### src/rtl/float_normalize_round_if.sv
// ---------------------------------------------------------------------------
// float_normalize_round_if
// Operand/result handshake bundle for the float adder packer stage.
//   in_valid/in_ready   : operand handshake (master drives valid + payload)
//   in_mant             : 28-bit signed working mantissa
//                         [27]=sign [26]=carry [25]=hidden [24:2]=frac
//                         [1]=guard [0]=sticky
//   in_exp              : biased exponent matching hidden bit at [25]
//   out_valid/out_ready : result handshake (slave drives valid + payload)
//   result              : packed IEEE-754 single
//   overflow/underflow/inexact : status flags accompanying result
// modport slave is the packer itself; modport master is the producer/consumer.
// ---------------------------------------------------------------------------
interface float_normalize_round_if #(
    parameter int EXP_W  = 8,
    parameter int FRAC_W = 23
);
    logic                    in_valid;
    logic                    in_ready;
    logic [FRAC_W+4:0]       in_mant;
    logic [EXP_W-1:0]        in_exp;
    logic                    out_valid;
    logic                    out_ready;
    logic [EXP_W+FRAC_W:0]   result;
    logic                    overflow;
    logic                    underflow;
    logic                    inexact;

    modport master (
        output in_valid, in_mant, in_exp, out_ready,
        input  in_ready, out_valid, result, overflow, underflow, inexact
    );

    modport slave (
        input  in_valid, in_mant, in_exp, out_ready,
        output in_ready, out_valid, result, overflow, underflow, inexact
    );
endinterface

### src/rtl/float_normalize_round.sv
// ---------------------------------------------------------------------------
// float_normalize_round
// Back-end packer of the float adder. Takes the signed working mantissa and
// biased exponent after add/sub, normalizes one bit per cycle, rounds to
// nearest-even and packs an IEEE-754 single. One operation in flight.
// Ports:
//   clk : rising-edge clock
//   res : asynchronous active-low reset
//   bus : float_normalize_round_if.slave (operand in, result + flags out)
// FSM: IDLE -> CHECK -> [NORM]* -> ROUND -> DONE -> IDLE
// ---------------------------------------------------------------------------
module float_normalize_round #(
    parameter int EXP_W  = 8,
    parameter int FRAC_W = 23
) (
    input  logic                    clk,
    input  logic                    res,
    float_normalize_round_if.slave  bus
);
    localparam int MAG_W = FRAC_W + 4;              // mantissa without sign
    localparam logic [EXP_W-1:0] EXP_MAX = '1;
    localparam logic [EXP_W-1:0] EXP_ONE = EXP_W'(1);

    localparam logic [2:0] S_IDLE  = 3'd0;
    localparam logic [2:0] S_CHECK = 3'd1;
    localparam logic [2:0] S_NORM  = 3'd2;
    localparam logic [2:0] S_ROUND = 3'd3;
    localparam logic [2:0] S_DONE  = 3'd4;

    logic [2:0]             r_state;
    logic                   r_sign;
    logic [MAG_W-1:0]       r_mag;
    logic [EXP_W-1:0]       r_exp;
    logic [EXP_W+FRAC_W:0]  r_result;
    logic                   r_ovf;
    logic                   r_unf;
    logic                   r_inx;

    // ---- CHECK: carry-out renormalization (right shift keeps sticky) ----
    logic [MAG_W-1:0]       w_mag_shr;
    logic [EXP_W-1:0]       w_exp_inc;
    assign w_mag_shr = {1'b0, r_mag[MAG_W-1:2], r_mag[1] | r_mag[0]};
    assign w_exp_inc = r_exp + EXP_ONE;

    // ---- NORM: single-bit left shift ----
    logic [MAG_W-1:0]       w_mag_shl;
    logic [EXP_W-1:0]       w_exp_dec;
    logic                   w_can_shift;
    assign w_mag_shl   = {r_mag[MAG_W-2:0], 1'b0};
    assign w_exp_dec   = r_exp - EXP_ONE;
    assign w_can_shift = !r_mag[FRAC_W+2] && (r_exp > EXP_ONE);

    // ---- ROUND: nearest-even on mag[26:2] ----
    logic                   w_lsb;
    logic                   w_g;
    logic                   w_s;
    logic                   w_rnd_up;
    logic [FRAC_W+1:0]      w_inc;      // index i corresponds to mag[i+2]
    logic                   w_rcarry;
    logic                   w_hidden;
    logic [FRAC_W-1:0]      w_frac;
    logic [EXP_W-1:0]       w_rexp;
    logic                   w_rovf;
    logic [EXP_W-1:0]       w_field;

    assign w_lsb    = r_mag[2];
    assign w_g      = r_mag[1];
    assign w_s      = r_mag[0];
    assign w_rnd_up = w_g & (w_s | w_lsb);
    assign w_inc    = r_mag[MAG_W-1:2] + {{(FRAC_W+1){1'b0}}, w_rnd_up};
    // Rounding can only carry into [26] from an all-ones significand, so the
    // post-carry shift never loses a set bit.
    assign w_rcarry = w_inc[FRAC_W+1];
    assign w_hidden = w_rcarry | w_inc[FRAC_W];
    assign w_frac   = w_rcarry ? w_inc[FRAC_W:1] : w_inc[FRAC_W-1:0];
    assign w_rexp   = w_rcarry ? w_exp_inc : r_exp;
    assign w_rovf   = w_rcarry && (w_exp_inc == EXP_MAX);
    // A clear hidden bit after rounding means a denormal/zero encoding.
    assign w_field  = w_hidden ? w_rexp : '0;

    // ---- handshake outputs ----
    assign bus.in_ready  = (r_state == S_IDLE);
    assign bus.out_valid = (r_state == S_DONE);
    assign bus.result    = r_result;
    assign bus.overflow  = r_ovf;
    assign bus.underflow = r_unf;
    assign bus.inexact   = r_inx;

    always_ff @(posedge clk or negedge res) begin
        if (!res) begin
            r_state  <= S_IDLE;
            r_sign   <= 1'b0;
            r_mag    <= '0;
            r_exp    <= '0;
            r_result <= '0;
            r_ovf    <= 1'b0;
            r_unf    <= 1'b0;
            r_inx    <= 1'b0;
        end else begin
            case (r_state)
                S_IDLE: begin
                    if (bus.in_valid) begin
                        r_sign <= bus.in_mant[FRAC_W+4];
                        r_mag  <= bus.in_mant[MAG_W-1:0];
                        // Exponent 0 shares the denormal scale of exponent 1.
                        r_exp  <= (bus.in_exp == '0) ? EXP_ONE : bus.in_exp;
                        if (bus.in_exp == EXP_MAX) begin
                            r_result <= {bus.in_mant[FRAC_W+4], EXP_MAX, {FRAC_W{1'b0}}};
                            r_ovf    <= 1'b1;
                            r_unf    <= 1'b0;
                            r_inx    <= 1'b0;
                            r_state  <= S_DONE;
                        end else begin
                            r_state  <= S_CHECK;
                        end
                    end
                end

                S_CHECK: begin
                    if (r_mag == '0) begin
                        r_result <= {r_sign, {(EXP_W+FRAC_W){1'b0}}};
                        r_ovf    <= 1'b0;
                        r_unf    <= 1'b0;
                        r_inx    <= 1'b0;
                        r_state  <= S_DONE;
                    end else if (r_mag[MAG_W-1]) begin
                        r_mag <= w_mag_shr;
                        r_exp <= w_exp_inc;
                        if (w_exp_inc == EXP_MAX) begin
                            r_result <= {r_sign, EXP_MAX, {FRAC_W{1'b0}}};
                            r_ovf    <= 1'b1;
                            r_unf    <= 1'b0;
                            r_inx    <= 1'b0;
                            r_state  <= S_DONE;
                        end else begin
                            r_state  <= S_ROUND;
                        end
                    end else if (r_mag[FRAC_W+2]) begin
                        r_state <= S_ROUND;
                    end else begin
                        r_state <= S_NORM;
                    end
                end

                S_NORM: begin
                    // Exit decision looks at the shifted value so each left
                    // shift costs exactly one cycle.
                    if (w_can_shift) begin
                        r_mag <= w_mag_shl;
                        r_exp <= w_exp_dec;
                        if (w_mag_shl[FRAC_W+2] || (w_exp_dec == EXP_ONE))
                            r_state <= S_ROUND;
                    end else begin
                        r_state <= S_ROUND;
                    end
                end

                S_ROUND: begin
                    r_inx <= w_g | w_s;
                    if (w_rovf) begin
                        r_result <= {r_sign, EXP_MAX, {FRAC_W{1'b0}}};
                        r_ovf    <= 1'b1;
                        r_unf    <= 1'b0;
                    end else begin
                        r_result <= {r_sign, w_field, w_frac};
                        r_ovf    <= 1'b0;
                        // Zero magnitudes never reach ROUND, so input is nonzero.
                        r_unf    <= (w_field == '0);
                    end
                    r_state <= S_DONE;
                end

                S_DONE: begin
                    if (bus.out_ready)
                        r_state <= S_IDLE;
                end

                default: r_state <= S_IDLE;
            endcase
        end
    end
endmodule

### src/flat_wrapper.sv
// flat-port wrapper written by rule: the top's interface ports become plain ports
module float_normalize_round_flat 
#(
    parameter int EXP_W  = 8,
    parameter int FRAC_W = 23
)
  (clk, res, bus_in_valid, bus_in_mant, bus_in_exp, bus_out_ready, bus_in_ready, bus_out_valid, bus_result, bus_overflow, bus_underflow, bus_inexact);
  float_normalize_round_if #(.EXP_W(EXP_W), .FRAC_W(FRAC_W)) bus_i ();
  input  logic clk;
  input  logic res;
  input wire logic [$bits(bus_i.in_valid)-1:0] bus_in_valid;
  input wire logic [$bits(bus_i.in_mant)-1:0] bus_in_mant;
  input wire logic [$bits(bus_i.in_exp)-1:0] bus_in_exp;
  input wire logic [$bits(bus_i.out_ready)-1:0] bus_out_ready;
  output wire logic [$bits(bus_i.in_ready)-1:0] bus_in_ready;
  output wire logic [$bits(bus_i.out_valid)-1:0] bus_out_valid;
  output wire logic [$bits(bus_i.result)-1:0] bus_result;
  output wire logic [$bits(bus_i.overflow)-1:0] bus_overflow;
  output wire logic [$bits(bus_i.underflow)-1:0] bus_underflow;
  output wire logic [$bits(bus_i.inexact)-1:0] bus_inexact;
  assign bus_i.in_valid = bus_in_valid;
  assign bus_i.in_mant = bus_in_mant;
  assign bus_i.in_exp = bus_in_exp;
  assign bus_i.out_ready = bus_out_ready;
  assign bus_in_ready = bus_i.in_ready;
  assign bus_out_valid = bus_i.out_valid;
  assign bus_result = bus_i.result;
  assign bus_overflow = bus_i.overflow;
  assign bus_underflow = bus_i.underflow;
  assign bus_inexact = bus_i.inexact;
  float_normalize_round #(.EXP_W(EXP_W), .FRAC_W(FRAC_W)) u_core (.clk(clk), .res(res), .bus(bus_i));
endmodule
### config.mk
export PLATFORM = sky130hd
export DESIGN_NAME = float_normalize_round_flat
export DESIGN_NICKNAME = d
export VERILOG_FILES = /design/src/rtl/float_normalize_round_if.sv /design/src/rtl/float_normalize_round.sv /design/src/flat_wrapper.sv
export SDC_FILE = /design/constraint.sdc
export NUM_CORES = 1
export LEC_CHECK = 0
export CORE_ASPECT_RATIO = 0.75
export CORE_MARGIN = 2
export CORE_UTILIZATION = 25
export CTS_CLUSTER_SIZE = 12
export DETAILED_ROUTE_END_ITERATION = 10
export GPL_TIMING_DRIVEN = 0
export PLACE_DENSITY_LB_ADDON = 0.12
export SETUP_SLACK_MARGIN = 0.15
export SLEW_MARGIN = 20
export SYNTH_ARGS = -nofsm -noshare
export SYNTH_HDL_FRONTEND = slang
export SYNTH_SLANG_ARGS = --single-unit
### constraint.sdc
create_clock -name clk -period 2.4 [get_ports clk]
set_input_delay 0.48 -clock clk [delete_from_list [all_inputs] [get_ports clk]]
set_output_delay 0.48 -clock clk [all_outputs]
set_load 0.02 [all_outputs]
Word level (Yosys, flattened, before mapping)
Cells that the tools add are included.
Word-level totals
  flip-flop bits (word level): 74
  latch bits: 0
  memory bits (writable): 0
  memory bits (read-only): 0
  input bits: 40
  output and inout bits: 37
  logic and storage cells: 94
  memories kept: 0
Cells by class
  $add $sub $neg: 3
  multiply operators: 0
  divide/modulo/power cells: 0
  magnitude comparators: 1
  equal/unequal tests: 16
  shift operators: 0
  muxes and demuxes: 46
  bitwise operators: 4
  reduce and logical (&&, ||, !) cells: 15
Operator list (number)
  32-bit two-way mux: 5
  32-bit one-hot mux with 3 select lines: 1
  27-bit two-way mux: 3
  27-bit one-hot mux with 3 select lines: 1
  8-bit two-way mux: 7
  31-bit two-way mux: 1
  27-bit zero test: 1
  26-bit two-way mux: 1
  25-bit by 1-bit adder with 25-bit output: 1
  3-bit two-way mux: 8
  8-bit one-hot mux with 3 select lines: 1
  23-bit two-way mux: 1
  8-bit == test, second input constant: 2
  8-bit zero test: 2
  3-bit one-hot mux with 5 select lines: 1
  1-bit two-way mux: 13
  5-bit AND reduction: 2
  1-bit one-hot mux with 3 select lines: 3
  8-bit by 1-bit adder with 8-bit output, second input constant: 1
  8-bit by 1-bit == test with 1-bit output, second input constant: 1
  8-bit by 1-bit greater-than comparator with 1-bit output, second input constant: 1
  8-bit by 1-bit subtractor with 8-bit output, second input constant: 1
  3-bit by 2-bit == test with 1-bit output, second input constant: 2
  2-bit by 1-bit != test with 1-bit output, second input constant: 3
  other kinds (15): 22

Longest topological paths before layout
Gate-level depths: netlist of run 1.
  depth in word-level cells: 8
  gate-level depth with buffers: 12
  depth with buffers taken out: 9

Least setup slack after synthesis of run 1
No wires, ideal clock.
  path kind: register -> register
  start: register u_core.r_mag[1]
  end: register u_core.r_result[9], in the netlist u_core.bus.result[9]
  setup time: 0.122 ns
  arrival: 2.384 ns
  required time: 2.278 ns
  slack: -0.105 ns
  stages on the path, launching flop included: 11
  path buffers: 1
  period minus slack after synthesis: 2.505 ns
  cell sequence: dfrtp_1 clkbuf_1 and2_1 ha_1 nand2_1 nor2_1 nand4_1 xnor2_2 nor2_1 o32a_1 a32o_1
Between the ends
  cells in the longest elaborated chain, start to end: 5
  elaborated cells on any way between the ends: 11
  classes of those cells: 1 x add/sub; 2 x eq/ne; 4 x mux; 1 x bitwise; 3 x reduce/logical
Ends and longest elaborated chain
  start: declaration: RTL line float_normalize_round.sv:32  | logic [MAG_W-1:0] r_mag;
  start signal: assignment: RTL line float_normalize_round.sv:104  | r_mag <= bus.in_mant[MAG_W-1:0];
  start signal: assignment: RTL line float_normalize_round.sv:127  | r_mag <= w_mag_shr;
  start signal: assignment: RTL line float_normalize_round.sv:149  | r_mag <= w_mag_shl;
  1-bit AND: RTL line float_normalize_round.sv:69  | assign w_rnd_up = w_g & (w_s | w_lsb);
  25-bit by 1-bit adder with 25-bit output: RTL line float_normalize_round.sv:70  | assign w_inc = r_mag[MAG_W-1:2] + {{(FRAC_W+1){1'b0}}, w_rnd_up};
  23-bit two-way mux / 1-bit logical AND (equally long branches): RTL line float_normalize_round.sv:75, float_normalize_round.sv:77
  31-bit two-way mux: RTL line float_normalize_round.sv:160  | if (w_rovf) begin
  32-bit one-hot mux with 3 select lines: RTL line float_normalize_round.sv:100  | case (r_state)
  end signal: assignment: RTL line float_normalize_round.sv:108  | r_result <= {bus.in_mant[FRAC_W+4], EXP_MAX, {FRAC_W{1'b0}}};
  end signal: assignment: RTL line float_normalize_round.sv:161  | r_result <= {r_sign, EXP_MAX, {FRAC_W{1'b0}}};
  end signal: assignment: RTL line float_normalize_round.sv:165  | r_result <= {r_sign, w_field, w_frac};
  end: declaration: RTL line float_normalize_round.sv:34  | logic [EXP_W+FRAC_W:0] r_result;
Parallel ways exist; a longest one is shown, timed or not.
A chain may end at the register's enable or synchronous reset.

Final worst setup path of run 1
  start: register u_core.r_exp[0]
  end: register u_core.r_result[11], in the netlist u_core.bus.result[11]
Between the ends
  cells in the longest elaborated chain, start to end: 5
  elaborated cells on any way between the ends: 7
  classes of those cells: 1 x add/sub; 2 x eq/ne; 2 x mux; 2 x reduce/logical
Ends and longest elaborated chain
  start: declaration: RTL line float_normalize_round.sv:33  | logic [EXP_W-1:0] r_exp;
  start signal: assignment: RTL line float_normalize_round.sv:106  | r_exp <= (bus.in_exp == '0) ? EXP_ONE : bus.in_exp;
  start signal: assignment: RTL line float_normalize_round.sv:128  | r_exp <= w_exp_inc;
  start signal: assignment: RTL line float_normalize_round.sv:150  | r_exp <= w_exp_dec;
  8-bit by 1-bit adder with 8-bit output (*): RTL line float_normalize_round.sv:43  | assign w_exp_inc = r_exp + EXP_ONE;
  8-bit == test (*): RTL line float_normalize_round.sv:77, float_normalize_round.sv:129
  1-bit logical AND: RTL line float_normalize_round.sv:77  | assign w_rovf = w_rcarry && (w_exp_inc == EXP_MAX);
  31-bit two-way mux: RTL line float_normalize_round.sv:160
  32-bit one-hot mux with 3 select lines: RTL line float_normalize_round.sv:100
  end signal: assignment: RTL line float_normalize_round.sv:130  | r_result <= {r_sign, EXP_MAX, {FRAC_W{1'b0}}};
  end signal: assignment: RTL line float_normalize_round.sv:161
  end signal: assignment: RTL line float_normalize_round.sv:165
Every way passes the cells marked *; elsewhere a longest branch is shown, timed or not.

==> impl_metrics.toml, run 1 <==
[power]
p_switching_w = 0.00479
comb_power_share_pct = 64.2
ir_drop_mv = 0.429
p_per_area_nw_per_um2 = 1470
post-layout-total-power_w = 0.0104
intPower_w = 0.00562
power.leakage_nw = 2.87
clock_power_share_pct = 14.4
seqPwrFrac_pct = 21.4
power_switching_share_pct = 46.0

[global_routing]
grt.total_usage_pct = 18.3
grt_pass1_wl_um = 29600
grt_max_degree = 49
antenna_found_initial = 0
grt_pass1_vias = 5017
overflow = 0

[cts]
clock_latency_ns = 0.36
cts_made_buffers = 9
clock-sinks = 74
clk_pin_slew_ns = 0.06
clockRootBuffer = "clkbuf_16"
clockBufferDepth = 2
cts.htree.levels = 3
cts_tree = "yes"
postCtsHoldBufs = 0

[worst_setup_path]
cp_max_fo = 10
startpoint_type = "flop"
cp.arrival_ns = 2.91
rr_worst_depth = 11
r2r_slack_ns = -0.27
end_kind = "flop"
regToRegStartpoint = "u_core.r_exp[0]"
worst_r2r_endpoint = "u_core.bus.result[11]"
worstSetupPathType = "flop to flop"
worstPathRequired_ns = 2.64

[finish]
antennaDiodeCount = 0
final_cells = 967
area_growth_pct = 41.7
final_cell_mix = "nand2_1, clkdlybuf4s50_1, dfrtp_1, o21ai_0, nor2_1"
drive_gt1_share_pct = 20.7
final_core_util_pct = 36.4
nNetsFinal = 754
layout_commonest_cell = "nand2_1"

[synth]
syn_area_sq_um = 5010
yosysWarnings = 0
synth-edff-count = 0
synth.avg_cell_area_sq_um = 8.46
synthFlopType = "dfrtp_1"
synth-seq-area-share_pct = 37.0
async_flop_share_pct = 100
synth_area_leaders = "dfrtp_1, nand2_1, o21ai_0"
yosysTopAreaCell = "dfrtp_1"
synthCells = 592
postSynthRegisterBits = 74
synth_top_area_share_pct = 37.0
synth_nets = 637
yosys.cell_types.count = 66

[floorplanning]
io_pins = 77
fp.dieArea_sq_um = 21200
core_sq_um = 19500
rows = 44
initial_core_util_pct = 25.7
die_w_um = 167
fp.dieH_um = 127

[placed_design]
gp_congestion = 0.877
port_buffers = 76
preCtsSetupSlack_ns = -0.359
dpl.hpwl_um = 13800
dp.cells = 922

[outcome]
violations = "design-rule violations, negative setup slack"
status = "complete, but fails checks"

[timing]
clock_skew_ns = 0.00854
setup_violations = 53
hold_viol = 0
rsz0062_at_grt = "true"
timing.fmax_mhz = 375
tightest_slew_ns = 0.969
setup_ws_ns = -0.266
maxSlewHeadroom_pct = 35.0
timing.hold.ws_ns = 0.0392
finalMaxSlewViolations = 0
layout_min_cycle_time_ns = 2.67
min_period_over_period_pct = 111

[detailed_routing]
ant_nets = 0
viasPerCell = 5.26
wl_per_cell_um = 19.5
drt-total-wl_um = 18800
drc = 5
dr.pass1.iters = 8
drt-initial-drc-count = 414
vias = 5089

[min_path]
hold_path_class = "input pin to asynchronous set/reset pin"

[flow_run]
maxCapViolCount = 0
area by class of cell:
class                           count  area, sq um
Buffer                             56          467
Clock buffer                       14          254
Clock inverter                      2         60.1
Fill cell                        2008        12400
Inverter                           20         80.1
Multi-Input combinational cell    442         3000
Sequential cell                    74         1860
Tap cell                          253          317
Timing Repair Buffer              106         1060
sequential cells by signal (all words and copies together) (netlist names):
name / count
u_core.bus.result: 32
u_core.bus.inexact: 1
u_core.r_exp: 8
u_core.bus.overflow: 1
u_core.bus.underflow: 1
u_core.r_mag: 27
u_core.r_sign: 1
u_core.r_state: 3
power by group through the flow:
stage                     Clock (W)  Combinational [W]  Sequential (W)
final                       0.00150            0.00669         0.00223
after detailed placement          0            0.00567         0.00224
after floorplan                   0            0.00358         0.00240
after global placement            0            0.00562         0.00223
after global routing        0.00158            0.00721         0.00231
after CTS                   0.00153            0.00649         0.00222
synth_stat cells (2+ instances only):
library cell	count
o22ai_1	2
a22o_2	3
xor2_1	15
nand3b_1	3
buf_6	12
nor2b_1	2
clkbuf_2	4
o211ai_1	6
a22o_1	16
inv_1	20
mux2i_1	4
clkbuf_8	4
a21oi_1	41
a32o_1	21
ha_1	5
or3_1	4
a22oi_2	3
nor2_1	42
nor3_1	13
mux2_2	4
dfrtp_1	74
a211oi_1	6
nand4_1	10
a31oi_1	4
nand3_4	2
nand3_1	17
o21ai_0	49
and4_1	2
nor3b_1	2
a22oi_1	3
clkbuf_1	27
xnor2_1	16
o221ai_1	2
or2_2	3
and3_1	6
buf_2	6
and2_1	2
nand2_1	94
a221oi_1	8
nor4_1	9
critical path, stage by stage, from the launching register on:
cell	delay, ns
dfrtp_2	0.46
ha_4	0.19
clkbuf_16	0.14
xor2_1	0.12
nand3_1	0.09
a211o_1	0.27
or3b_4	0.43
a21oi_4	0.17
nand3_4	0.13
buf_12	0.20
buf_12	0.14
a32o_1	0.20
repair_timing:
item                       CTS  global route
setup buffers               23             3
gates resized for setup     40            23
pin swaps                   11             3
setup endpoints to repair   71            72
cloned                       3             0
stage by stage:
step / setup TNS, ns / cell area (sq um)
global placement: -172.82 / 6250
finish: -8.46 / 7090
global route: -14.97 / 7090
floorplan: 0 / 5170
CTS: -7.60 / 6980
detailed placement: -20.40 / 6280
worst max path at each step:
stage / startpoint / endpoint / slack, ns / cells after the start
floorplan: u_core.r_exp[1] / u_core.bus.result[10] / 0.03 / 10
global placement: res / u_core.r_exp[1] / -2.38 / 1
detailed placement: u_core.r_exp[0] / u_core.bus.result[4] / -0.36 / 10
CTS: u_core.r_exp[1] / u_core.bus.result[17] / -0.24 / 11
global route: u_core.r_exp[0] / u_core.bus.result[16] / -0.32 / 11
finish: u_core.r_exp[0] / u_core.bus.result[11] / -0.27 / 11
routing by layer:
layer | vias to the layer above | GRT usage (%) | part of all wire, %
met3 | 22 | 3.93 | 5.5
met1 | 2519 | 27.2 | 51
li1 | 2375 | - | -
met2 | 173 | 26.5 | 42
met5 | - | 0 | 0
met4 | 0 | 4.96 | 1.7
kinds of logic after synthesis:
| logic type | share of synthesized area (%) |
|---|---|
| compound gates | 24.6 |
| xor+xnor | 5.75 |
| fa+ha+maj | 1.25 |
| buf+inv | 8.70 |
| flops | 37.0 |
| mux | 1.70 |
| simple gates | 21.0 |
Note: power is estimated with default switching activity, not from simulation.
==> inputs of run 2 (changes only) <==
--- a/config.mk
+++ b/config.mk
@@ -10,9 +10,9 @@
 export CORE_UTILIZATION = 25
 export CTS_CLUSTER_SIZE = 12
 export DETAILED_ROUTE_END_ITERATION = 10
+export GPL_ROUTABILITY_DRIVEN = 0
 export GPL_TIMING_DRIVEN = 0
 export PLACE_DENSITY_LB_ADDON = 0.12
-export SETUP_SLACK_MARGIN = 0.15
 export SLEW_MARGIN = 20
 export SYNTH_ARGS = -nofsm -noshare
 export SYNTH_HDL_FRONTEND = slang
==> impl_metrics.toml, run 2 (synthesis gave the netlist of run 1 again) <==
[worst_setup_path]
worstSetupPathType = "flop to flop"
cp_max_fo = 6
end_kind = "flop"
cp.arrival_ns = 2.85
worstPathRequired_ns = 2.63
startpoint_type = "flop"

[global_routing]
antenna_found_initial = 1
grt.total_usage_pct = 17.6
overflow = 0
grt_max_degree = 48
grt_pass1_vias = 4882
grt_pass1_wl_um = 28600

[finish]
layout_commonest_cell = "nand2_1"
nNetsFinal = 746
area_growth_pct = 37.8
largest_register_ffs = 32
final_cell_mix = "nand2_1, clkdlybuf4s50_1, dfrtp_1, o21ai_0, a21oi_1"
final_core_util_pct = 35.4
drive_gt1_share_pct = 18.5
fillerInstances = 2061
final_cells = 956

[power]
p_switching_w = 0.00460
power.leakage_nw = 2.78
comb_power_share_pct = 64.5
intPower_w = 0.00523
power_switching_share_pct = 46.8
p_per_area_nw_per_um2 = 1420
ir_drop_mv = 0.426
seqPwrFrac_pct = 23.0
clock_power_share_pct = 12.5

[timing]
rsz0062_at_grt = "true"
clock_skew_ns = 0.00932
setup_ws_ns = -0.216
finalSetupTns_ns = -6.02
maxSlewHeadroom_pct = 35.8
timing.fmax_mhz = 382
setup_violations = 46
tightest_slew_ns = 0.957
hold_viol = 0
min_period_over_period_pct = 109
layout_min_cycle_time_ns = 2.62
finalMaxSlewViolations = 0

[floorplanning]
fp.dieH_um = 127
fp.dieArea_sq_um = 21200
initial_core_util_pct = 25.7
core_sq_um = 19500
rows = 44
die_w_um = 167
io_pins = 77

[detailed_routing]
dr.pass1.iters = 8
vias = 4990
drc = 3
viasPerCell = 5.22
wl_per_cell_um = 19.3
drt-initial-drc-count = 477
drt-total-wl_um = 18500
ant_nets = 0

[placed_design]
dp.cells = 922
port_buffers = 76
preCtsSetupSlack_ns = -0.561
dpl.hpwl_um = 13500

[cts]
clockRootBuffer = "clkbuf_16"
clk_pin_slew_ns = 0.06
cts_made_buffers = 9
clock-sinks = 74
cts.htree.levels = 3
clock_latency_ns = 0.35
cts_tree = "yes"
clockBufferDepth = 2
postCtsHoldBufs = 0

[min_path]
hold_path_class = "input pin to asynchronous set/reset pin"

[outcome]
status = "complete, but fails checks"
violations = "design-rule violations, negative setup slack"

[flow_run]
maxCapViolCount = 0
==> run 2: critical path: stages (launching register included) <==
cell	delay [ns]
dfrtp_2	0.43
buf_6	0.12
nand2_1	0.04
or3_1	0.33
a211o_1	0.31
or3b_4	0.42
a21oi_4	0.17
nand3_4	0.19
buf_12	0.22
mux2_2	0.26
==> run 2: power by group through the flow <==
stage,Combinational [W],Clock [W],Sequential [W]
finish,0.00634,0.00123,0.00226
global route,0.00687,0.00131,0.00234
CTS,0.00601,0.00125,0.00225
detailed placement,0.00548,0,0.00222
global placement,0.00545,0,0.00221
floorplan,0.00343,0,0.00238
==> run 2: cell type report <==
type / instances / area (sq um) / area share, %
Clock inverter: 1 / 5.00 / 0.0725
Antenna cell: 1 / 2.50 / 0.0363
Buffer: 53 / 429 / 6.22
Clock buffer: 11 / 243 / 3.52
Inverter: 20 / 75.1 / 1.09
Multi-Input combinational cell: 442 / 2950 / 42.7
Tap cell: 253 / 317 / 4.59
Timing Repair Buffer: 101 / 1020 / 14.9
Sequential cell: 74 / 1860 / 26.9
==> run 2: metal layers <==
layer  up-vias  global-route usage, %  routed length (um)
met5         -                      0                   0
met4         0                   2.92                 187
met3        17                   4.87                1400
met2       185                   25.3                7680
met1      2429                   26.5                9190
li1       2359                      -                   -
==> run 2: final timing paths <==
path / startpoint / to / slack (ns) / cells past startpoint
setup reg to reg: u_core.r_exp[0] / u_core.bus.result[31] / -0.22 / 9
min in group clk: u_core.bus.result[22] / u_core.bus.result[22] / 0.49 / 1
hold reg to reg: u_core.bus.result[22] / u_core.bus.result[22] / 0.49 / 1
max in group asynchronous: res / u_core.r_exp[1] / 1.73 / 2
hold / removal: res / u_core.r_sign / 0.06 / 1
setup / recovery: u_core.r_exp[0] / u_core.bus.result[31] / -0.22 / 9
==> run 2: stage by stage <==
stage               power [W]  hold slack [ns]  cell area [sq um]
global placement      0.00766            0.486               6130
floorplan             0.00581            0.184               5050
detailed placement    0.00770            0.444               6160
finish                0.00983           0.0630               6900
global route           0.0105           0.0782               6900
CTS                   0.00952           0.0724               6740
==> run 2: what timing repair did <==
item | 4_1_cts | 5_1_grt
setup endpoints to repair | 71 | 72
endpoints found under the hold margin | 0 | 0
gates cloned | 2 | 1
buffers inserted | 19 | 2
gates resized for setup | 38 | 34
pin swaps | 5 | 7
==> inputs of run 3 (changes only) <==
--- a/config.mk
+++ b/config.mk
@@ -5,9 +5,11 @@
 export SDC_FILE = /design/constraint.sdc
 export NUM_CORES = 1
 export LEC_CHECK = 0
+export CAP_MARGIN = 20
 export CORE_ASPECT_RATIO = 0.75
 export CORE_MARGIN = 2
 export CORE_UTILIZATION = 25
+export CTS_CLUSTER_DIAMETER = 120
 export CTS_CLUSTER_SIZE = 12
 export DETAILED_ROUTE_END_ITERATION = 10
 export GPL_ROUTABILITY_DRIVEN = 0
==> results of run 3 <==
Same layout as run 2: the final DEF is identical, and so are final timing and power.
